<file path="src/rtl/ret_addr_stack.sv">
// ret_addr_stack
// Circular return-address stack. A call pushes its return address and a ret
// pops the newest entry. When the stack is full, a push overwrites the oldest
// entry. Overflow and underflow are recorded in sticky flags; the pipeline is
// never halted.
module ret_addr_stack #(
  parameter int DEPTH = 8,
  parameter int WIDTH = 16
) (
  input  logic                       clk,
  input  logic                       rst_n,
  input  logic                       call,
  input  logic [WIDTH-1:0]           PC_ret_addr,
  input  logic                       ret,
  input  logic                       stall,
  input  logic                       err_clr,
  output logic [WIDTH-1:0]           PC_stack_pointer,
  output logic                       empty,
  output logic                       full,
  output logic [$clog2(DEPTH):0]     count,
  output logic                       overflow,
  output logic                       underflow
);

  localparam int PW = $clog2(DEPTH);
  localparam int CW = PW + 1;

  localparam logic [PW-1:0]    PTR_ONE   = PW'(1);
  localparam logic [CW-1:0]    CNT_ONE   = CW'(1);
  localparam logic [CW-1:0]    CNT_ZERO  = CW'(0);
  localparam logic [CW-1:0]    CNT_FULL  = CW'(DEPTH);
  localparam logic [WIDTH-1:0] ADDR_ZERO = WIDTH'(0);

  logic [WIDTH-1:0] mem_q [DEPTH];
  logic [WIDTH-1:0] mem_d [DEPTH];
  logic [PW-1:0]    tp_q, tp_d;
  logic [CW-1:0]    cnt_q, cnt_d;
  logic             overflow_q, overflow_d;
  logic             underflow_q, underflow_d;

  logic             do_call_s;
  logic             do_ret_s;
  logic [PW-1:0]    top_idx_s;
  logic             wr_en_s;
  logic [PW-1:0]    wr_idx_s;

  // A stall masks both control pulses.
  assign do_call_s = call & ~stall;
  assign do_ret_s  = ret  & ~stall;

  // The newest entry sits one slot below the next-free pointer. The index
  // wraps modulo DEPTH.
  assign top_idx_s = tp_q - PTR_ONE;

  // Next-state logic for the pointer, the count, the sticky flags and the
  // single write port.
  always_comb begin
    tp_d        = tp_q;
    cnt_d       = cnt_q;
    // err_clr is applied first so that a flag-setting event below wins.
    overflow_d  = overflow_q  & ~err_clr;
    underflow_d = underflow_q & ~err_clr;
    wr_en_s     = 1'b0;
    wr_idx_s    = tp_q;

    case ({do_call_s, do_ret_s})
      2'b10: begin
        // Push. When full, the write lands on the oldest slot.
        wr_en_s  = 1'b1;
        wr_idx_s = tp_q;
        tp_d     = tp_q + PTR_ONE;
        if (cnt_q == CNT_FULL) begin
          overflow_d = 1'b1;
        end else begin
          cnt_d = cnt_q + CNT_ONE;
        end
      end
      2'b01: begin
        // Pop. Popped data is left in place; only the pointer moves.
        if (cnt_q != CNT_ZERO) begin
          tp_d  = tp_q - PTR_ONE;
          cnt_d = cnt_q - CNT_ONE;
        end else begin
          underflow_d = 1'b1;
        end
      end
      2'b11: begin
        // Replace the top entry. On an empty stack this acts as a plain push.
        wr_en_s = 1'b1;
        if (cnt_q == CNT_ZERO) begin
          wr_idx_s = tp_q;
          tp_d     = tp_q + PTR_ONE;
          cnt_d    = CNT_ONE;
        end else begin
          wr_idx_s = top_idx_s;
        end
      end
      default: begin
        tp_d  = tp_q;
        cnt_d = cnt_q;
      end
    endcase
  end

  // Next-state storage array: copy the current contents, then apply the
  // single write.
  always_comb begin
    mem_d = mem_q;
    if (wr_en_s) begin
      mem_d[wr_idx_s] = PC_ret_addr;
    end else begin
      mem_d = mem_q;
    end
  end

  // Control state. Reset is asynchronous and discards all entries at once.
  always_ff @(posedge clk or negedge rst_n) begin
    if (!rst_n) begin
      tp_q        <= {PW{1'b0}};
      cnt_q       <= CNT_ZERO;
      overflow_q  <= 1'b0;
      underflow_q <= 1'b0;
    end else begin
      tp_q        <= tp_d;
      cnt_q       <= cnt_d;
      overflow_q  <= overflow_d;
      underflow_q <= underflow_d;
    end
  end

  // Storage array. It has no reset because only cnt decides which entries
  // are valid.
  always_ff @(posedge clk) begin
    mem_q <= mem_d;
  end

  // Outputs are decoded from registered state only.
  assign PC_stack_pointer = (cnt_q != CNT_ZERO) ? mem_q[top_idx_s] : ADDR_ZERO;
  assign empty            = (cnt_q == CNT_ZERO);
  assign full             = (cnt_q == CNT_FULL);
  assign count            = cnt_q;
  assign overflow         = overflow_q;
  assign underflow        = underflow_q;

endmodule

</file>
<file path="config.mk">
export PLATFORM = sky130hd
export DESIGN_NAME = ret_addr_stack
export DESIGN_NICKNAME = d
export VERILOG_FILES = /design/src/rtl/ret_addr_stack.sv
export SDC_FILE = /design/constraint.sdc
export NUM_CORES = 1
export LEC_CHECK = 0
export ABC_AREA = 0
export CAP_MARGIN = 20
export CORE_MARGIN = 10
export CORE_UTILIZATION = 60
export CTS_BUF_LIST = sky130_fd_sc_hd__clkbuf_4
export DETAILED_ROUTE_END_ITERATION = 8
export PLACE_DENSITY = 0.81
export SLEW_MARGIN = 20
export SYNTH_ARGS = -nofsm -noshare
export SYNTH_HDL_FRONTEND = slang
export SYNTH_SLANG_ARGS = --single-unit
</file>
<file path="constraint.sdc">
create_clock -name clk -period 3.3 [get_ports clk]
set_input_delay 0.495 -clock clk [delete_from_list [all_inputs] [get_ports clk]]
set_output_delay 0.495 -clock clk [all_outputs]
set_load 0.02 [all_outputs]
</file>
==> results.toml <==
[route]
drc = 0
drtPass1Iterations = 4
wl_per_cell_um = 21.75
ant_nets = 0
drt_iter0_drc = 266
vias_per_cell = 6.012
vias = 3096
wl_mm = 11.20

[yosys]
synth_ff_type = "edfxtp_1"
synth_warnings = 0
synth_adder_area_share = 0.008857
syn-num-nets = 341
synth.avg_cell_area_um2 = 17.94
ys_ff_latch = 137
netlist_area_um2 = 5650
synth-xor-area-share = 0.01240
ys_types = 41
synthCells = 315
ys_seq_area_frac = 0.7201
synth-simple-area-share = 0.06643
synthMuxAreaShare = 0.1331
synth_top_family_by_area = "multiplexers"
synth-compound-area-share = 0.03942
synth-edff-count = 128
async_flop_share = 0.06569

[die]
fp.dieH_um = 117.0
die_width_um = 117.0
start_util = 0.6144
rows = 35
pin_count = 46
coreArea_um2 = 9196
dieArea_um2 = 13700

[place]
place_congestion = 0.7697
dp_hpwl_mm = 7.384
pre_cts_ws_ns = 0.4081
port_buffers = 45

[grt]
groute.usage.overall = 0.1782
antenna_found_initial = 1
gr-total-overflow = 0
grt_pass1_wl_mm = 17.91
grt_pass1_vias = 3251
grt_start_max_net_pins = 35

[sta]
slew_headroom = 0.6797
finalClockSkew_ns = 0.01669
slew_viol_final = 0
setup_ws_ns = 0.1404
hold_ws_ns = 0.2814
period_needed_ns = 3.160
setup_viol = 0
fin_crit_sh = 0.9574
rsz0062_at_grt = "false"
worst_pin_slew_ns = 0.4805
hold_viol = 0
fin_setup_tns_ns = 0
fmax_ghz = 0.3165

[final_layout]
synthToLayoutAreaGrowth_pct = 18.84
fin_util = 0.7302
drive_above_1_share = 0.2556
num-nets-final = 416

[worst_setup_path]
reg2reg_slack_ns = 0.89
worst_setup_path_start_kind = "register"
cp.arrival_ns = 2.66
critPathRequiredTime_ns = 2.80
path_class = "reg2out"
end_kind = "primary output"
path_max_fanout = 10

[power_and_ir_drop]
vdd_drop_max_mv = 0.7213
power_density_nw_per_um2 = 960.2
p_leak_nw = 2.342

[clocking]
clkTransAtPathRegs_ns = 0.12
htreeDepth = 4
cts_root_buffer = "clkbuf_4"
insertion_delay_ns = 0.52
cts_buffer_depth = 2
clock_sinks = 137
cts_inserted_buffers = 17
cts_hold_buffers = 0
cts_tree = "done"

[job]
drv_cap = 0

[min_path]
hp-class = "in2async"

[run_status]
outcome = "finished, final reports clean"
## power by group
| group | internal, W | total (W) | switching [W] |
|---|---|---|---|
| combinational | 0.00146 | 0.00308 | 0.00161 |
| sequential | 0.00208 | 0.00222 | 0.000135 |
| clock | 0.000553 | 0.00115 | 0.000600 |
## worst paths after layout
path / to / cells after the start / startpoint
setup reg to reg: mem_q[124] / 5 / count[1]
hold reg to reg: overflow / 2 / overflow
max in group asynchronous: tp_q[1] / 1 / rst_n
min in group clk: overflow / 2 / overflow
setup / recovery: PC_stack_pointer[13] / 7 / tp_q[1]
hold / removal: count[2] / 1 / rst_n
## cell type report
class                      instances  area (um^2)
antenna                            1        2.502
clock buffer                      19        142.6
clock inverter                    13        168.9
fill                             580         2481
inverter                           5        18.77
multi-input combinational        155         1483
sequential                       137         4071
tap                              111        138.9
timing repair buffer              74        689.4
## flip-flops by register name, summed over array words and instances, names as in the netlist
| register | count |
|---|---|
| overflow | 1 |
| mem_q | 128 |
| underflow | 1 |
| count | 4 |
| tp_q | 3 |
## cell usage after synthesis, types with 2 or more instances
| cell type | instances | area, um^2 |
|---|---|---|
| buf_2 | 11 | 55.05 |
| inv_1 | 5 | 18.77 |
| nor2_1 | 12 | 45.04 |
| a31oi_1 | 4 | 25.02 |
| mux4_2 | 32 | 720.7 |
| a21oi_1 | 19 | 95.09 |
| xnor2_1 | 6 | 52.55 |
| xor2_1 | 2 | 17.52 |
| nor3b_2 | 2 | 25.02 |
| edfxtp_1 | 128 | 3844 |
| nor3_1 | 5 | 25.02 |
| o21ai_0 | 4 | 20.02 |
| o21ai_1 | 2 | 10.01 |
| clkbuf_1 | 4 | 15.01 |
| ha_1 | 4 | 50.05 |
| mux2i_1 | 2 | 20.02 |
| dfrtp_1 | 9 | 225.2 |
| nand2_1 | 39 | 146.4 |
| nand2b_1 | 3 | 18.77 |
## repair_timing
item,4_1_cts,5_1_grt
resized for setup,3,8
pin swaps,0,0
endpoints found under the setup margin,16,16
setup buffers,0,0
cloned,0,0
## per-layer routing
metal  global-route usage  up-vias  share of wire
met5                    0        -              0
li1                     -     1398              -
met3              0.05148       18          0.086
met1               0.2330     1553           0.40
met4              0.05848        0          0.014
met2               0.2823      127           0.50
## metrics by stage
| stage | cells | total power [W] | area, um^2 |
|---|---|---|---|
| 4_1_cts | 514 | 0.006537 | 6694 |
| 6_report | 515 | 0.006448 | 6715 |
| 3_5_place_dp | 482 | 0.005356 | 6366 |
| 5_1_grt | 515 | 0.006797 | 6715 |
| 3_3_place_gp | 482 | 0.005294 | 6366 |
| 2_1_floorplan | 315 | 0.004130 | 5650 |
## kinds of logic (layout without fill, tap and decap cells)
family                     count (synthesis)  after routing
muxes                                     35             35
and+or+nand+nor                           73             73
AOI/OAI and AO/OA                         35             35
buffers and inverters                     23            111
other                                      0              1
xor gates and xnor gates                   8              8
adders and majority gates                  4              4
DFF                                      137            137
## worst max-delay path, stage by stage (launching register included)
cell             delay (ns)
dfrtp_2                0.43
inv_1                  0.10
ha_4                   0.37
buf_4                  0.22
mux4_2                 0.20
nand2_1                0.06
a21oi_1                0.14
clkdlybuf4s50_1        0.62
## placed cells by master, fill, tap and decap left out, drive strengths merged, types with 2 or more instances in the layout
cell           netlist  final
nor3                 5      5
mux2i                2      2
clkinv               0      4
bufinv               0      3
nand2b               4      4
o21ai                6      6
inv                  5      9
xnor2                6      6
dfrtp                9      9
dlymetal6s2s         0      7
a21oi               19     19
nor2                12     12
nor3b                2      2
buf                 14     29
a31oi                4      4
nand2               39     39
mux4                32     32
nand3b               2      2
edfxtp             128    128
xor2                 2      2
clkdlybuf4s50        0     38
or2                  2      2
clkinvlp             0      2
ha                   4      4
clkbuf               4     19
Note: power is estimated with default switching activity, not from simulation.
